==> config.mk <==
export PLATFORM = sky130hd
export DESIGN_NAME = sfx_event_arbiter
export DESIGN_NICKNAME = d
export VERILOG_FILES = /design/src/rtl/sfx_pkg.sv /design/src/rtl/sfx_edge_sync.sv /design/src/rtl/sfx_event_arbiter.sv
export SDC_FILE = /design/constraint.sdc
export NUM_CORES = 1
export LEC_CHECK = 0
export BUFFER_PORTS_ARGS = -buffer_cell sky130_fd_sc_hd__buf_4
export CORE_UTILIZATION = 30
export DETAILED_ROUTE_END_ITERATION = 10
export GPL_TIMING_DRIVEN = 1
export PLACE_DENSITY_LB_ADDON = 0.05
export SLEW_MARGIN = 20
export SYNTH_ARGS = -nofsm -noshare
export SYNTH_HDL_FRONTEND = slang
export SYNTH_SLANG_ARGS = --single-unit
==> constraint.sdc <==
create_clock -name clk -period 4.23 [get_ports clk]
set_clock_uncertainty 0.1 [all_clocks]
set_input_delay 0.423 -clock clk [delete_from_list [all_inputs] [get_ports clk]]
set_output_delay 0.423 -clock clk [all_outputs]
set_load 0.02 [all_outputs]
==> src/rtl/sfx_pkg.sv <==
// Shared sound-effect IDs, FSM states and default durations for the collision
// arbiter and the APU effect tables.
package sfx_pkg;

    localparam logic [1:0] SFX_NONE   = 2'd0;
    localparam logic [1:0] SFX_SHEEP  = 2'd1;
    localparam logic [1:0] SFX_SWORD  = 2'd2;
    localparam logic [1:0] SFX_PLAYER = 2'd3;

    localparam int SHEEP_FRAMES_DEF  = 8;
    localparam int SWORD_FRAMES_DEF  = 12;
    localparam int PLAYER_FRAMES_DEF = 30;
    localparam int GAP_FRAMES_DEF    = 2;
    localparam int CNT_W_DEF         = 6;

    typedef enum logic [1:0] {
        ST_IDLE = 2'd0,
        ST_PLAY = 2'd1,
        ST_GAP  = 2'd2
    } sfx_state_t;

    // Pending bits are {player, sword, sheep}; player wins, sheep loses.
    function automatic logic [1:0] sfx_select(input logic [2:0] pend);
        if (pend[2])      return SFX_PLAYER;
        else if (pend[1]) return SFX_SWORD;
        else if (pend[0]) return SFX_SHEEP;
        else              return SFX_NONE;
    endfunction

endpackage

==> src/rtl/sfx_edge_sync.sv <==
// Two-flop synchroniser for one raw collision pin followed by a rising-edge
// detector; a level held high yields a single one-cycle rise pulse.
module sfx_edge_sync (
    input  logic clk,
    input  logic reset,
    input  logic pin_async,
    output logic rise
);

    logic [1:0] sync_q, sync_d;
    logic       prev_q, prev_d;

    always_comb begin
        sync_d = {sync_q[0], pin_async};
        prev_d = sync_q[1];
    end

    always_ff @(posedge clk) begin
        if (reset) begin
            sync_q <= 2'b00;
            prev_q <= 1'b0;
        end else begin
            sync_q <= sync_d;
            prev_q <= prev_d;
        end
    end

    assign rise = sync_q[1] & ~prev_q;

endmodule

==> src/rtl/sfx_event_arbiter.sv <==
// Collision-to-sound-effect arbiter: latches pin edges, picks the highest
// priority event and holds it for N frames plus a silent gap.
// Define SFX_PREEMPT_EN to let a higher-priority event cut a playing effect.
module sfx_event_arbiter
    import sfx_pkg::*;
#(
    parameter int SHEEP_FRAMES  = SHEEP_FRAMES_DEF,
    parameter int SWORD_FRAMES  = SWORD_FRAMES_DEF,
    parameter int PLAYER_FRAMES = PLAYER_FRAMES_DEF,
    parameter int GAP_FRAMES    = GAP_FRAMES_DEF,
    parameter int CNT_W         = CNT_W_DEF
) (
    input  logic       clk,
    input  logic       reset,
    input  logic       frame_tick,
    input  logic       sheep_dragon_collision,
    input  logic       sword_dragon_collision,
    input  logic       player_dragon_collision,
    output logic [1:0] sfx_id,
    output logic       sfx_active,
    output logic       sfx_start,
    output logic [2:0] pending
);

    logic [2:0] pins;
    logic [2:0] rise;

    assign pins = {player_dragon_collision, sword_dragon_collision, sheep_dragon_collision};

    generate
        for (genvar gi = 0; gi < 3; gi++) begin : g_sync
            sfx_edge_sync u_sync (
                .clk       (clk),
                .reset     (reset),
                .pin_async (pins[gi]),
                .rise      (rise[gi])
            );
        end
    endgenerate

    sfx_state_t       state_q, state_d;
    logic [CNT_W-1:0] cnt_q, cnt_d;
    logic [1:0]       id_q, id_d;
    logic             active_q, active_d;
    logic             start_q, start_d;
    logic [2:0]       pending_q, pending_d;

    logic [1:0]       best;
    logic             launch;
    logic             preempt;
    logic [2:0]       clr;

    always_comb begin
        state_d  = state_q;
        cnt_d    = cnt_q;
        id_d     = id_q;
        active_d = active_q;
        start_d  = 1'b0;
        clr      = 3'b000;
        launch   = 1'b0;
        preempt  = 1'b0;
        best     = sfx_select(pending_q);

        case (state_q)
            ST_IDLE: begin
                launch = (best != SFX_NONE);
            end
            ST_PLAY: begin
`ifdef SFX_PREEMPT_EN
                preempt = (best > id_q);
`else
                preempt = 1'b0;
`endif
                if (preempt) begin
                    launch = 1'b1;
                // The tick landing in the start cycle is ignored so PLAY spans exactly N ticks.
                end else if (frame_tick && !start_q) begin
                    if (cnt_q > CNT_W'(1)) begin
                        cnt_d = cnt_q - CNT_W'(1);
                    end else begin
                        id_d     = SFX_NONE;
                        active_d = 1'b0;
                        if (GAP_FRAMES == 0) begin
                            cnt_d   = '0;
                            state_d = ST_IDLE;
                        end else begin
                            cnt_d   = CNT_W'(GAP_FRAMES);
                            state_d = ST_GAP;
                        end
                    end
                end
            end
            ST_GAP: begin
                if (cnt_q == '0) begin
                    state_d = ST_IDLE;
                end else if (frame_tick) begin
                    cnt_d = cnt_q - CNT_W'(1);
                    if (cnt_q == CNT_W'(1)) state_d = ST_IDLE;
                end
            end
            default: begin
                state_d = ST_IDLE;
            end
        endcase

        if (launch) begin
            id_d     = best;
            active_d = 1'b1;
            start_d  = 1'b1;
            state_d  = ST_PLAY;
            case (best)
                SFX_SHEEP:  begin cnt_d = CNT_W'(SHEEP_FRAMES);  clr = 3'b001; end
                SFX_SWORD:  begin cnt_d = CNT_W'(SWORD_FRAMES);  clr = 3'b010; end
                SFX_PLAYER: begin cnt_d = CNT_W'(PLAYER_FRAMES); clr = 3'b100; end
                default:    begin cnt_d = '0;                    clr = 3'b000; end
            endcase
        end

        // A fresh edge in the same cycle as the serve keeps the bit set.
        pending_d = (pending_q & ~clr) | rise;
    end

    always_ff @(posedge clk) begin
        if (reset) begin
            state_q   <= ST_IDLE;
            cnt_q     <= '0;
            id_q      <= SFX_NONE;
            active_q  <= 1'b0;
            start_q   <= 1'b0;
            pending_q <= 3'b000;
        end else begin
            state_q   <= state_d;
            cnt_q     <= cnt_d;
            id_q      <= id_d;
            active_q  <= active_d;
            start_q   <= start_d;
            pending_q <= pending_d;
        end
    end

    assign sfx_id     = id_q;
    assign sfx_active = active_q;
    assign sfx_start  = start_q;
    assign pending    = pending_q;

endmodule

==> metrics list, run 1 <==
- The run finished with clean final reports.
- Count of state elements after synthesis: 24
* Leakage dissipation: roughly 0.5 nW
- Maximum clock frequency: between 400 and 500 MHz
- The later pin in the worst-skew pair is clocked with a latency of ~0.26 ns.
- In this design, the stage delay of the slowest critical-path cell is about 0.47 ns.
- Cell type with the highest aggregate area in the netlist: sky130_fd_sc_hd__dfxtp_1
* Reg-to-reg critical path endpoint: cnt_q[4]$_SDFFE_PP0P_
* H-tree depth: 1
- The sequential cells in the finished layout cover a total of around 480 um2.
- The first global-routing pass estimated between 4000 and 5000 um of wire.
* Largest net degree at the start of global routing: 25
- Clock period minus final worst setup slack: between 2 and 2.5 ns
- Gates resized during post-CTS repair numbered 0.
* Worst Min Path Start: player_dragon_collision
* Syn Area/Cell: between 9 and 10 um2
- Library cell used as clock root buffer: sky130_fd_sc_hd__clkbuf_8
- In the routed design, unresolved DRC markers number 0.
- Final setup fails: 0
- CP max FO: 8
* Switching power summed over all nets: between 0.2 and 0.25 mW
- Launching point of the worst reg2reg path: cnt_q[0]$_SDFFE_PP0P_
* Worst-path cell with the longest stage delay: sky130_fd_sc_hd__a32oi_2
- The worst setup path is captured at a flip-flop.
* Aggregate negative setup slack: 0 ns
- Measured along the x axis, the die boundary spans between 60 and 70 um.
- Yosys mapped the design onto 35 distinct sky130hd cell types.
- Sequential cell area fraction in the yosys report: ~44%
- The initial antenna violation count is 0.
- The path class of the tightest hold or removal check is in -> reg.
* Worst endpoint required time: approximately 4.3 ns
* Tightest Pin Transition: around 0.54 ns
* Kind of start point of the critical path: flip-flop
* IO Port Bufs: 12
- The floorplan step defined a die boundary enclosing about 4000 um2.
- Global routing consumed, over all layers together, a little over an eighth of the routing resources.
- Count of routing violations after the opening detailed-route iteration: 80
- In the routed layout, each cell is associated on average with a via count of between 5 and 6.
- The final route contains 920 vias.
* Number of slew-limit violations in the final report: 0
* Number of antenna repair diodes: 0
- Summing all multi-input logic gate instances after layout gives 586 um2.
* Combined area of all synthesized cells: ~1100 um2
- Core region area: between 3000 and 4000 um2
- The path with the worst hold slack has its endpoint at g_sync[2].u_sync.sync_q[0]$_SDFF_PP0_.
- Most repeated cell in the gate-level netlist after synthesis: sky130_fd_sc_hd__dfxtp_1
* Combinational share of power: between 20% and 30%
- Prevailing post-synth register cell: sky130_fd_sc_hd__dfxtp_1
- In the finished design, the share of the clock period the worst path needs comes to between 40% and 50%.
- Remaining global-route overflow: 0
* Crit path DAT: 2.13 ns
- Clock tree synthesis inserted a total of 3 buffers.
* Number of nets in the synthesized netlist: between 100 and 150
- CTS max path bufs: 2
* Number of global-route vias before repair: 868
- Number of cells on the worst reg-to-reg path: 6
* Global placer's final weighted congestion: approximately 0.86
- Clock power frac: between 30 and 40%
- After synthesis, the most frequently instantiated cells are sky130_fd_sc_hd__dfxtp_1 (24), sky130_fd_sc_hd__nor2b_1 (13), sky130_fd_sc_hd__nor2_1 (12).
- Max-cap violations in this run came to 0.
- The initial utilization of the core area, before any placement, comes to 32.1%.
- CTS tree: built
- Net Sw Frac: 30.8%
* Total number of clock tree sinks: 24
- Post-synth EDFFs: 0
* Final hold viol count: 0
* Cell depth of the worst min-delay path: 2
* FFs w/ async S/R, synth: 0%
- Fraction of layout instances using a drive strength above 1: about 17%
- Detail-routed net length per standard cell: 13.1 um
- Detailed Routing Iterations Pass 1: 5
* Number of fillers in the final layout: between 300 and 400
- Max transition margin: a little under two thirds
- Traced cell by cell, the critical path runs through inv_1 > ha_1 > or2_1 > a32oi_2 > a32oi_1 > o32ai_1.
* Die extent in y: around 63 um
- For this design the ratio of total power to cell area is around 500 nW/um2.
- Share of the synthesized area in the top cell type: about 44%
- Postcts setup bufs: 0
- After detailed routing, the total wire length is around 2400 um.
* Post-DP HPWL: around 1700 um
* Worst hold margin: between 0.2 and 0.3 ns
* RSZ-0062 raised after global routing: false
- Relative to the synthesized area, the layout overhead comes to 18.5%.
* Fin nets: 144
- Synthesis produced around 120 cells.
* Ranking of synthesized cells by area: sky130_fd_sc_hd__dfxtp_1 (44%), sky130_fd_sc_hd__nor2b_1 (7.4%), sky130_fd_sc_hd__a21oi_1 (4.5%), sky130_fd_sc_hd__nor2_1 (4.1%), sky130_fd_sc_hd__ha_1 (3.4%)
- Number of rows created at floorplan: 21
- Ports placed on the boundary: 13
* Number of hold buffers added after CTS: 0
- The detail route stage leaves a number of antenna-violating nets equal to 0.
* Clock slew seen by the registers of the worst setup and hold paths: roughly 0.090 ns
- Max rail drop VDD: around 0.13 mV
- Internal Pwr Total: around 0.45 mW
- Setup slack of the worst register-to-register path: approximately 2.2 ns
- Yosys synthesis warning count: 0
- Sequential power share: around two fifths
- Type of the worst setup path: reg -> reg
placed cells by master, fill, tap and decap left out, drive strengths merged:
cell,netlist,final
a21o,2,2
a32oi,2,2
nor2b,13,13
dfxtp,24,24
clkbuf,3,3
nand2,7,7
nand2b,4,4
o211ai,1,1
inv,6,6
buf,1,12
a211oi,4,4
a32o,1,1
a2bb2oi,1,1
nand4,1,1
a21oi,10,10
nand3,3,3
o21ai,2,2
or3,2,2
nor4,1,1
nor2,12,12
a22o,2,2
a211o,1,1
ha,3,3
o31ai,1,1
nor3,4,4
bufinv,0,1
or2,2,2
a22oi,3,3
o32ai,4,4
a31oi,2,2
registers in the layout (all words and copies together), names as in the netlist:
register	cells
pending	3
sfx_id	2
g_sync.u_sync.sync_q	6
sfx_start	1
cnt_q	6
sfx_active	1
g_sync.u_sync.prev_q	3
state_q	2
final cells by class:
type                    instances  share of cell area [%]
clock inverters                 1                    2.30
clock buffers                   3                    3.16
flip-flops and latches         24                    36.7
multi-input cells              88                    44.8
inverters                       6                    1.72
well taps                      46                    4.40
repair buffers                 12                    6.89
critical path: cells and delay by family (launching register included):
| family | cells | cell delay, ns |
|---|---|---|
| simple gates | 1 | 0.30 |
| compound gates | 3 | 0.87 |
| buf+inv | 1 | 0.09 |
| flops | 1 | 0.38 |
| fa+ha+maj | 1 | 0.23 |
worst max-delay path by stage:
stage                          startpoint               endpoint  slack (ns)  depth (start not counted)
CTS                 cnt_q[0]$_SDFFE_PP0P_  cnt_q[5]$_SDFFE_PP0P_        2.21                          6
global route        cnt_q[0]$_SDFFE_PP0P_  cnt_q[4]$_SDFFE_PP0P_        1.99                          6
finish              cnt_q[0]$_SDFFE_PP0P_  cnt_q[4]$_SDFFE_PP0P_        2.18                          6
detailed placement  cnt_q[0]$_SDFFE_PP0P_  cnt_q[4]$_SDFFE_PP0P_        2.23                          6
global placement    cnt_q[1]$_SDFFE_PP0P_  cnt_q[5]$_SDFFE_PP0P_        2.28                          6
floorplan           cnt_q[0]$_SDFFE_PP0P_  cnt_q[5]$_SDFFE_PP0P_        2.28                          7
cell families after synthesis:
logic type / synth area share [%]
flip-flops: 43.5
buffers and inverters: 3.40
AND/OR/NAND/NOR: 24.5
adder cells (fa/ha/maj): 3.40
AO/OA/AOI/OAI: 25.2
metal layers:
metal | vias up | share of wire, % | track usage [%]
met3 | 4 | 5.9 | 3.83
met2 | 29 | 44 | 19.6
met4 | 0 | 1.3 | 4.94
met1 | 425 | 49 | 18.2
li1 | 462 | - | -
met5 | - | 0 | 0
power by group through the flow:
stage	logic (mW)	registers, mW	clock network [mW]
finish	0.191	0.260	0.200
global route	0.211	0.263	0.219
CTS	0.190	0.260	0.209
detailed placement	0.188	0.266	0
global placement	0.190	0.265	0
floorplan	0.144	0.268	0
stage by stage:
stage | std cells | total power, mW | instance area [um2] | utilization [%] | worst slack [ns]
2_1_floorplan | 122 | 0.412 | 1100 | - | 2.28
3_3_place_gp | 176 | 0.456 | 1240 | 35.9 | 2.28
3_5_place_dp | 176 | 0.454 | 1240 | 35.9 | 2.23
4_1_cts | 180 | 0.659 | 1310 | 38.0 | 2.21
5_1_grt | 180 | 0.693 | 1310 | 38.0 | 1.99
6_report | 180 | 0.652 | 1310 | 38.0 | 2.18
Note: power is estimated with default switching activity, not from simulation.
==> inputs of run 2 (changes only) <==
ABC_AREA = 1   (was not set)
clock period = 1.9 ns   (was 4.23 ns; I/O delays follow)
==> run 2 against run 1 <==
  * Via count increased by 0.65%
  * Area after synthesis up 3.5%
  * Worst setup slack got worse by 1.8 ns
  * Sequential share of layout area decreased by 0.99 points
  * Flip-flop and latch count did not move
  * Register-to-register slack worse by 1.8 ns
  * Die area grew 3.4%
  * First-iteration DRC count shrank 46%
  * Sequential power increased by 130%
  * Synthesized cell count rose by 27%
  * Hold slack lost 0.25 ns
  * Non-clock buffer count did not move
  * Critical endpoint is now cnt_q[5]$_SDFFE_PP0P_
  * Largest cell class unchanged
  * Largest power group unchanged
  * Highest routed layer unchanged
==> metrics list, run 2 <==
* Crit path DAT: 1.66 ns (was 2.13 ns)
- Cell chain of the critical path: inv_1 > ha_1 > nor2_1 > nor2_4 > nand3b_4 > nand3_2 > inv_1 > nand2_1 > nor2_1 (was inv_1 > ha_1 > or2_1 > a32oi_2 > a32oi_1 > o32ai_1)
* Count of routing violations after the opening detailed-route iteration: 43 (was 80)
- The top layer used by detailed routing is met4 (unchanged).
* Worst endpoint required time: 2.01 ns (was 4.31 ns)
- Top flop regs: cnt_q: 6 flops, g_sync.u_sync.sync_q: 6 flops (unchanged)
* Total Die Area: 4060 um2 (was 3930 um2)
* Largest net degree at the start of global routing: 16 (was 25)
- Detail-routed net length per standard cell: 10.0 um (was 13.1 um)
- The count of synthesis-stage warnings from yosys is 0 (unchanged).
- The growth of design area from synthesis to finish came to 17.6% (was 18.5%).
* Detailed-route vias per instance: 4.25 (was 5.11)
- The placed instance count is 214 (was 176).
- Share of the synthesized area in the top cell type: 42.1% (was 43.5%)
* Number of slew-limit violations in the final report: 0 (unchanged)
- Critical path buffer and inverter count: 2 (was 1)
- The portion of total power attributed to combinational logic was 32.3% (was 29.3%).
* Number of antenna repair diodes: 0 (unchanged)
* Wire length on met2: 1000 um (was 1040 um)
- Leading cell types by count after synthesis: sky130_fd_sc_hd__nand2_1 (30), sky130_fd_sc_hd__inv_1 (26), sky130_fd_sc_hd__dfxtp_1 (24), sky130_fd_sc_hd__nor2_1 (24), sky130_fd_sc_hd__nand3_1 (10) (was sky130_fd_sc_hd__dfxtp_1 (24), sky130_fd_sc_hd__nor2b_1 (13), sky130_fd_sc_hd__nor2_1 (12))
- Insertion delay to the later sink of the worst-skew pair: 0.27 ns (was 0.26 ns)
* Ports placed on the boundary: 13 (unchanged)
- Final core utilization: 36.7% (was 38.0%)
* Initial antenna violation count: 0 (unchanged)
- Post-synth EDFFs: 0 (unchanged)
* Commonest cells after routing, fill and taps aside: sky130_fd_sc_hd__nand2_1 (30), sky130_fd_sc_hd__inv_1 (26), sky130_fd_sc_hd__nor2_1 (24), sky130_fd_sc_hd__dfxtp_1 (24), sky130_fd_sc_hd__buf_4 (12) (was sky130_fd_sc_hd__dfxtp_1 (24), sky130_fd_sc_hd__nor2b_1 (13), sky130_fd_sc_hd__nor2_1 (12), sky130_fd_sc_hd__buf_4 (12), sky130_fd_sc_hd__a21oi_1 (10))
* Drt total wl: 2190 um (was 2360 um)
- The kind of end point of the critical path is a flip-flop (unchanged).
- Final hold viol count: 0 (unchanged)
- The fraction of power consumed by the clock network is 25.0% (was 30.7%).
- The relative slew slack came to 80.5% (was 63.4%).
* Final cell count without fillers: 218 (was 180)
- Fraction of layout instances using a drive strength above 1: 20.0% (was 17.2%)
* Kind of start point of the critical path: flip-flop (unchanged)
* Worst Hold Class: in -> reg (unchanged)
* FFs w/ async S/R, synth: 0% (unchanged)
- Final setup fails: 0 (unchanged)
- Combined area of all synthesized cells: 1140 um2 (was 1100 um2)
- The number of cells produced by synthesis is 155 (was 122).
- The static leakage power is 0.679 nW (was 0.507 nW).
- The master cell of the clock root buffer is sky130_fd_sc_hd__clkbuf_8 (unchanged).
- Net Sw Frac: 35.0% (was 30.8%)
* Crit path largest cell delay: 0.37 ns (was 0.47 ns)
- The sequential share of power came to 42.7% (was 39.9%).
* Prevailing post-synth register cell: sky130_fd_sc_hd__dfxtp_1 (unchanged)
- CP max FO: 5 (was 8)
- The starting utilization of the core area came to 31.2% (was 32.1%).
- The number of distinct library cells after synthesis was 22 (was 35).
- Category of cells accounting for the largest share of critical-path delay: simple AND/OR/NAND/NOR gates (was compound AO/OA/AOI/OAI gates)
- CTS max path bufs: 2 (unchanged)
* Leading cell type in the layout, fill and taps excluded: sky130_fd_sc_hd__nand2_1 (was sky130_fd_sc_hd__dfxtp_1)
- Aggregate negative setup slack: 0 ns (unchanged)
- The internal power of the cells was 0.904 mW (was 0.451 mW).
* Overall fraction of global-route tracks in use: 12.7% (was 13.3%)
* Result of the run: completed (unchanged)
- The number of max-cap violations came to 0 (unchanged).
- The clock tree from TritonCTS is built (unchanged).
* Max rail drop VDD: 0.435 mV (was 0.131 mV)
- Number of resized instances in the post-cts repair step: 0 (unchanged)
* Post-DP HPWL: 1710 um (was 1690 um)
- The most common cell in the synthesized netlist is sky130_fd_sc_hd__nand2_1 (was sky130_fd_sc_hd__dfxtp_1).
- The power consumption came to 1.39 mW (was 0.652 mW).
- The number of placement rows was 22 (was 21).
- Remaining global-route overflow: 0 (unchanged)
- Type of the worst setup path: reg -> reg (unchanged)
- The number of levels in the clock H-tree came to 1 (unchanged).
- The remaining antenna violation count came to 0 (unchanged).
- The final worst slack is 0.345 ns (was 2.18 ns).
* Number of global-route vias before repair: 932 (was 868)
* Core region area: 3660 um2 (was 3440 um2)
- The cell with the biggest individual delay on the critical path is sky130_fd_sc_hd__dfxtp_1 (was sky130_fd_sc_hd__a32oi_2).
- Syn Area/Cell: 7.37 um2 (was 9.05 um2)
- The net switching component of the power came to 0.487 mW (was 0.201 mW).
- The number of buffers added for setup after CTS was 0 (unchanged).
- Pwr/cell area: 1030 nW/um2 (was 499 nW/um2)
* Detailed Routing Iterations Pass 1: 4 (was 5)
- The net count after synthesis came to 164 (was 131).
- Tightest Pin Transition: 0.291 ns (was 0.544 ns)
* Number of buffers inserted during clock tree synthesis: 3 (unchanged)
* Post-route fraction of the period consumed by the critical path: 81.8% (was 48.4%)
- The wire length of the first global-routing pass was 3910 um (was 4150 um).
- Wire length the detailed router placed on met1: 1100 um (was 1160 um)
- Number of remaining DRC errors: 0 (unchanged)
- The die outline height was 63.7 um (was 62.7 um).
- The minimum clock period after layout was 1.55 ns (was 2.05 ns).
- The clock slew seen by the registers of the worst setup and hold paths was 0.08 ns (was 0.09 ns).
- The global placement routability congestion came to 0.790 (was 0.857).
* RSZ-0062 raised after global routing: false (unchanged)
* Sequential cell area fraction in the yosys report: 42.1% (was 43.5%)
* Count of state elements after synthesis: 24 (unchanged)
* Number of hold buffers added after CTS: 0 (unchanged)
- Total number of clock tree sinks: 24 (unchanged)
- The highest attainable clock frequency came to 643 MHz (was 488 MHz).
- Cell type with the highest aggregate area in the netlist: sky130_fd_sc_hd__dfxtp_1 (unchanged)
* Fin nets: 180 (was 144)
- The via count is 926 (was 920).
- Met3 Routed Length: 46 um (was 139 um)
- The number of port buffers is 12 (unchanged).
* Ranking of synthesized cells by area: sky130_fd_sc_hd__dfxtp_1 (42%), sky130_fd_sc_hd__nand2_1 (9.9%), sky130_fd_sc_hd__inv_1 (8.5%), sky130_fd_sc_hd__nor2_1 (7.9%), sky130_fd_sc_hd__nor2_4 (4.9%) (was sky130_fd_sc_hd__dfxtp_1 (44%), sky130_fd_sc_hd__nor2b_1 (7.4%), sky130_fd_sc_hd__a21oi_1 (4.5%), sky130_fd_sc_hd__nor2_1 (4.1%), sky130_fd_sc_hd__ha_1 (3.4%))
* Worst setup slack after placement: 0.358 ns (was 2.23 ns)
- The floorplan die width came to 63.7 um (was 62.7 um).
[run 2: kinds of logic (layout without fill, tap and decap cells)]
family | count (synthesis) | in the layout | synth area share, %
adder cells (fa/ha/maj) | 3 | 3 | 3.29
buffers and inverters | 29 | 44 | 9.53
XOR/XNOR | 1 | 1 | 0.767
flip-flops | 24 | 24 | 42.1
AND/OR/NAND/NOR | 83 | 83 | 37.0
AO/OA/AOI/OAI | 15 | 15 | 7.34
[run 2: final timing paths]
kind / endpoint / slack, ns / cells past startpoint / from
worst max-delay path: cnt_q[5]$_SDFFE_PP0P_ / 0.35 / 9 / cnt_q[0]$_SDFFE_PP0P_
worst min-delay path: g_sync[2].u_sync.sync_q[0]$_SDFF_PP0_ / 0.01 / 3 / player_dragon_collision
worst max register to register: cnt_q[5]$_SDFFE_PP0P_ / 0.35 / 9 / cnt_q[0]$_SDFFE_PP0P_
worst min register to register: g_sync[0].u_sync.sync_q[1]$_SDFF_PP0_ / 0.30 / 2 / g_sync[0].u_sync.sync_q[0]$_SDFF_PP0_
[run 2: power by group through the flow]
| stage | logic (mW) | registers (mW) | clock network, mW |
|---|---|---|---|
| 4_1_cts | 0.454 | 0.595 | 0.360 |
| 2_1_floorplan | 0.350 | 0.610 | 0 |
| 3_3_place_gp | 0.457 | 0.607 | 0 |
| 5_1_grt | 0.512 | 0.602 | 0.382 |
| 6_report | 0.449 | 0.594 | 0.348 |
| 3_5_place_dp | 0.451 | 0.607 | 0 |
[run 2: metal layers]
metal / up-vias / track usage [%]
met1: 410 / 15.1
met2: 11 / 20.9
li1: 500 / -
met3: 5 / 2.72
met5: - / 0
met4: 0 / 7.39
[run 2: layout make-up]
cell class	count	area, um2
fillers	408	2320
multi-input cells	102	553
flip-flops and latches	24	480
inverters	28	105
repair buffers	12	90.1
well taps	48	60.1
clock buffers	4	55.1
[run 2: worst min-delay path, delay by kind of cell]
family        cells  cell delay (ns)
buf+inv           2             0.10
simple gates      1             0.06
[run 2: through the flow]
stage | hold WS [ns] | area (um2)
after global routing | 0.0236 | 1340
after CTS | 0.0149 | 1340
final | 0.0144 | 1340
after global placement | 0.289 | 1290
after floorplan | 0.159 | 1140
after detailed placement | 0.292 | 1290
==> inputs of run 3 (changes only) <==
ABC_AREA = 0   (was 1)
clock period = 1.25 ns   (was 1.9 ns; I/O delays follow)
==> run 3 against run 2 <==
  * The flow now finishes with violations (negative setup slack)
  * Combinational power increased to 2.9 times the previous value
  * Register-to-register slack worse by 0.85 ns
  * Sequential share of layout area fell by 7.9 points
  * Via count is 16% higher
  * Clock-buffer cell count is the same
  * Cell count increased by 0.46%
  * Global-route usage grew 2.9 points
  * First-iteration DRC count is 100% higher
  * Final area is 32% higher
  * Sequential power is 47% higher
  * Utilization rose by 15 points
  * Hold slack better by 0.11 ns
  * Critical path type unchanged
  * Critical endpoint unchanged
==> metrics list, run 3 (synthesis results as in run 1) <==
- Commonest cells after routing, fill and taps aside: sky130_fd_sc_hd__buf_4 (43), sky130_fd_sc_hd__dfxtp_1 (16), sky130_fd_sc_hd__nor2b_1 (13), sky130_fd_sc_hd__nor2_1 (8) (was sky130_fd_sc_hd__nand2_1 (30), sky130_fd_sc_hd__inv_1 (26), sky130_fd_sc_hd__nor2_1 (24), sky130_fd_sc_hd__dfxtp_1 (24), sky130_fd_sc_hd__buf_4 (12))
* Worst Hold Class: in -> reg (unchanged)
- X dimension of the die: 62.7 um (was 63.7 um)
- Critical path endpoint category: flip-flop (unchanged)
- Ports placed on the boundary: 13 (unchanged)
* Global placer's final weighted congestion: 0.794 (was 0.790)
- Global-route wire length before repair: 4800 um (was 3910 um)
- Max rail drop VDD: 0.683 mV (was 0.435 mV)
- The launching instance or port of the critical path was cnt_q[1]$_SDFFE_PP0P_ (was cnt_q[0]$_SDFFE_PP0P_).
* Library cell used as clock root buffer: sky130_fd_sc_hd__clkbuf_8 (unchanged)
- Slack of the critical path: -0.507 ns (was 0.345 ns)
* Layout overhead on the synthesized area: 60.5% (was 17.6%)
- The peak fanout along the critical path came to 4 (was 5).
- Failing checks: negative setup slack
* Crit path DAT: 1.84 ns (was 1.66 ns)
* Clock period minus final worst setup slack: 1.76 ns (was 1.55 ns)
- Number of antenna repair diodes: 0 (unchanged)
- Fraction of layout instances using a drive strength above 1: 52.0% (was 20.0%)
- Detail-routed net length per standard cell: 13.1 um (was 10.0 um)
- The initial antenna violation count came to 0 (unchanged).
- The relative slew slack came to 77.2% (was 80.5%).
- The clock tree from TritonCTS was built (unchanged).
* Placed Area: 1510 um2 (was 1290 um2)
- RSZ-0062 raised after global routing: true (was false).
- The required time of the critical path came to 1.33 ns (was 2.01 ns).
* Number of buffers inserted during clock tree synthesis: 3 (unchanged)
* Type of the worst setup path: reg -> reg (unchanged)
- The number of port buffers was 12 (unchanged).
- The critical register-to-register path startpoint is cnt_q[1]$_SDFFE_PP0P_ (was cnt_q[0]$_SDFFE_PP0P_).
* Die extent in y: 62.7 um (was 63.7 um)
- The sink count of the clock tree was 24 (unchanged).
* Number of slew-limit violations in the final report: 0 (unchanged)
- The worst hold slack across all endpoints came to 0.126 ns (was 0.0144 ns).
* Number of cells on the worst reg-to-reg path: 6 (was 9)
- Worst setup path endpoint: cnt_q[5]$_SDFFE_PP0P_ (unchanged)
- H-tree depth: 1 (unchanged)
- The total congestion overflow came to 0 (unchanged).
- Kind of start point of the critical path: flip-flop (unchanged)
* Fin nets: 183 (was 180)
* Final hold viol count: 0 (unchanged)
* Reg-to-reg critical path endpoint: cnt_q[5]$_SDFFE_PP0P_ (unchanged)
* Total via count in the routed design: 1072 (was 926)
- Initial standard-cell utilization of the core: 32.1% (was 31.2%)
- Detailed Routing Iterations Pass 1: 4 (unchanged)
- Worst Min Path Start: reset (was player_dragon_collision)
- Summed area of non-filler cells in the final layout: 1770 um2 (was 1340 um2)
* Result of the run: complete, but fails checks (was completed)
* Insertion delay to the later sink of the worst-skew pair: 0.26 ns (was 0.27 ns)
* Number of global-route vias before repair: 1063 (was 932)
- The HPWL after detailed placement was 1930 um (was 1710 um).
- The number of max-cap violations is 0 (unchanged).
- The remaining design rule violation count came to 0 (unchanged).
- The remaining antenna violation count is 0 (unchanged).
- The pin slew with the least headroom to its limit is 0.341 ns (was 0.291 ns).
- Post-route fraction of the period consumed by the critical path: 141% (was 81.8%)
- The static leakage power was 0.708 nW (was 0.679 nW).
- The utilization after layout is 51.5% (was 36.7%).
* CTS max path bufs: 2 (unchanged)
- The total core area came to 3440 um2 (was 3660 um2).
- Pwr/cell area: 1530 nW/um2 (was 1030 nW/um2)
- The final-report setup violation count was 11 (was 0).
* Setup slack of the worst register-to-register path: -0.51 ns (was 0.35 ns)
- Maximum clock frequency: 569 MHz (was 643 MHz)
- Number of rows created at floorplan: 21 (was 22)
- Total Die Area: 3930 um2 (was 4060 um2)
- The total routed wirelength was 2880 um (was 2190 um).
- Clock slew seen by the registers of the worst setup and hold paths: 0.08 ns (about the same)
- Leading cell type in the layout, fill and taps excluded: sky130_fd_sc_hd__buf_4 (was sky130_fd_sc_hd__nand2_1)
* Detailed-route vias per instance: 4.89 (was 4.25)
- The maximum number of pins on one net before global-route repair is 25 (was 16).
- The count of routing violations after the opening detailed-route iteration is 86 (was 43).
- Overall fraction of global-route tracks in use: 15.6% (was 12.7%)
- Top flop regs: cnt_q: 6 flops, g_sync.u_sync.sync_q: 6 flops (unchanged)
-- run 3: cell count changes in the layout (fill, tap and decap cells not counted), moves of 5 or more --
| cell | change |
|---|---|
| sky130_fd_sc_hd__buf_4 | +31 |
| sky130_fd_sc_hd__nor2_1 | -16 |
| sky130_fd_sc_hd__nand2_1 | -24 |
| sky130_fd_sc_hd__buf_6 | +5 |
| sky130_fd_sc_hd__inv_1 | -22 |
| sky130_fd_sc_hd__dfxtp_2 | +7 |
| sky130_fd_sc_hd__nand2_2 | -5 |
| sky130_fd_sc_hd__nand3_1 | -8 |
| sky130_fd_sc_hd__nor2b_1 | +13 |
| sky130_fd_sc_hd__dfxtp_1 | -8 |
-- run 3: power by group --
group	total (mW)	internal [mW]	switching [mW]
registers	0.875	0.829	0.0459
logic	1.32	0.724	0.594
clock network	0.523	0.281	0.242
-- run 3: worst max-delay path: stages, from the launching register on --
cell	delay [ns]
sky130_fd_sc_hd__dfxtp_2	0.34
sky130_fd_sc_hd__inv_2	0.06
sky130_fd_sc_hd__ha_2	0.17
sky130_fd_sc_hd__or2_4	0.26
sky130_fd_sc_hd__a32o_1	0.24
sky130_fd_sc_hd__or3_1	0.32
sky130_fd_sc_hd__o32ai_2	0.19
-- run 3: worst min-delay path by stage --
stage	cells past startpoint	endpoint	slack, ns
global placement	2	g_sync[1].u_sync.sync_q[0]$_SDFF_PP0_	0.23
finish	2	pending[2]$_SDFF_PP0_	0.13
detailed placement	2	g_sync[2].u_sync.sync_q[0]$_SDFF_PP0_	0.25
floorplan	1	g_sync[0].u_sync.prev_q$_SDFF_PP0_	0.1
global route	2	sfx_active$_SDFFE_PP0P_	0.12
CTS	2	pending[2]$_SDFF_PP0_	0.11
-- run 3: area by class of cell --
type | instances | area [um2]
repair buffers | 51 | 409
clock buffers | 4 | 55.1
multi-input cells | 88 | 734
flip-flops and latches | 24 | 493
inverters | 6 | 22.5
well taps | 46 | 57.6
fillers | 323 | 1670
-- run 3: stage by stage --
step | TNS (ns) | power [mW] | cells | worst slack (ns)
finish | -4.19 | 2.72 | 219 | -0.507
global route | -5.03 | 2.88 | 219 | -0.570
floorplan | -3.57 | 1.42 | 122 | -0.555
CTS | -4.06 | 2.60 | 217 | -0.514
detailed placement | -4.75 | 1.85 | 209 | -0.564
global placement | -4.53 | 1.85 | 209 | -0.520
-- run 3: routing by layer --
layer / vias up / wire, um / GRT usage (%)
li1: 537 / - / -
met1: 514 / 1400 / 18.2
met2: 17 / 1360 / 27.3
met3: 4 / 93 / 4.38
met4: 0 / 30 / 4.94
met5: - / 0 / 0
-- run 3: what timing repair did --
item | 4_1_cts | 5_1_grt
setup buffers | 2 | 2
endpoints found under the setup margin | 13 | 12
hold endpoints to repair | 3 | 0
resized for setup | 20 | 14
pin swaps | 16 | 6
hold buffers | 3 | 0
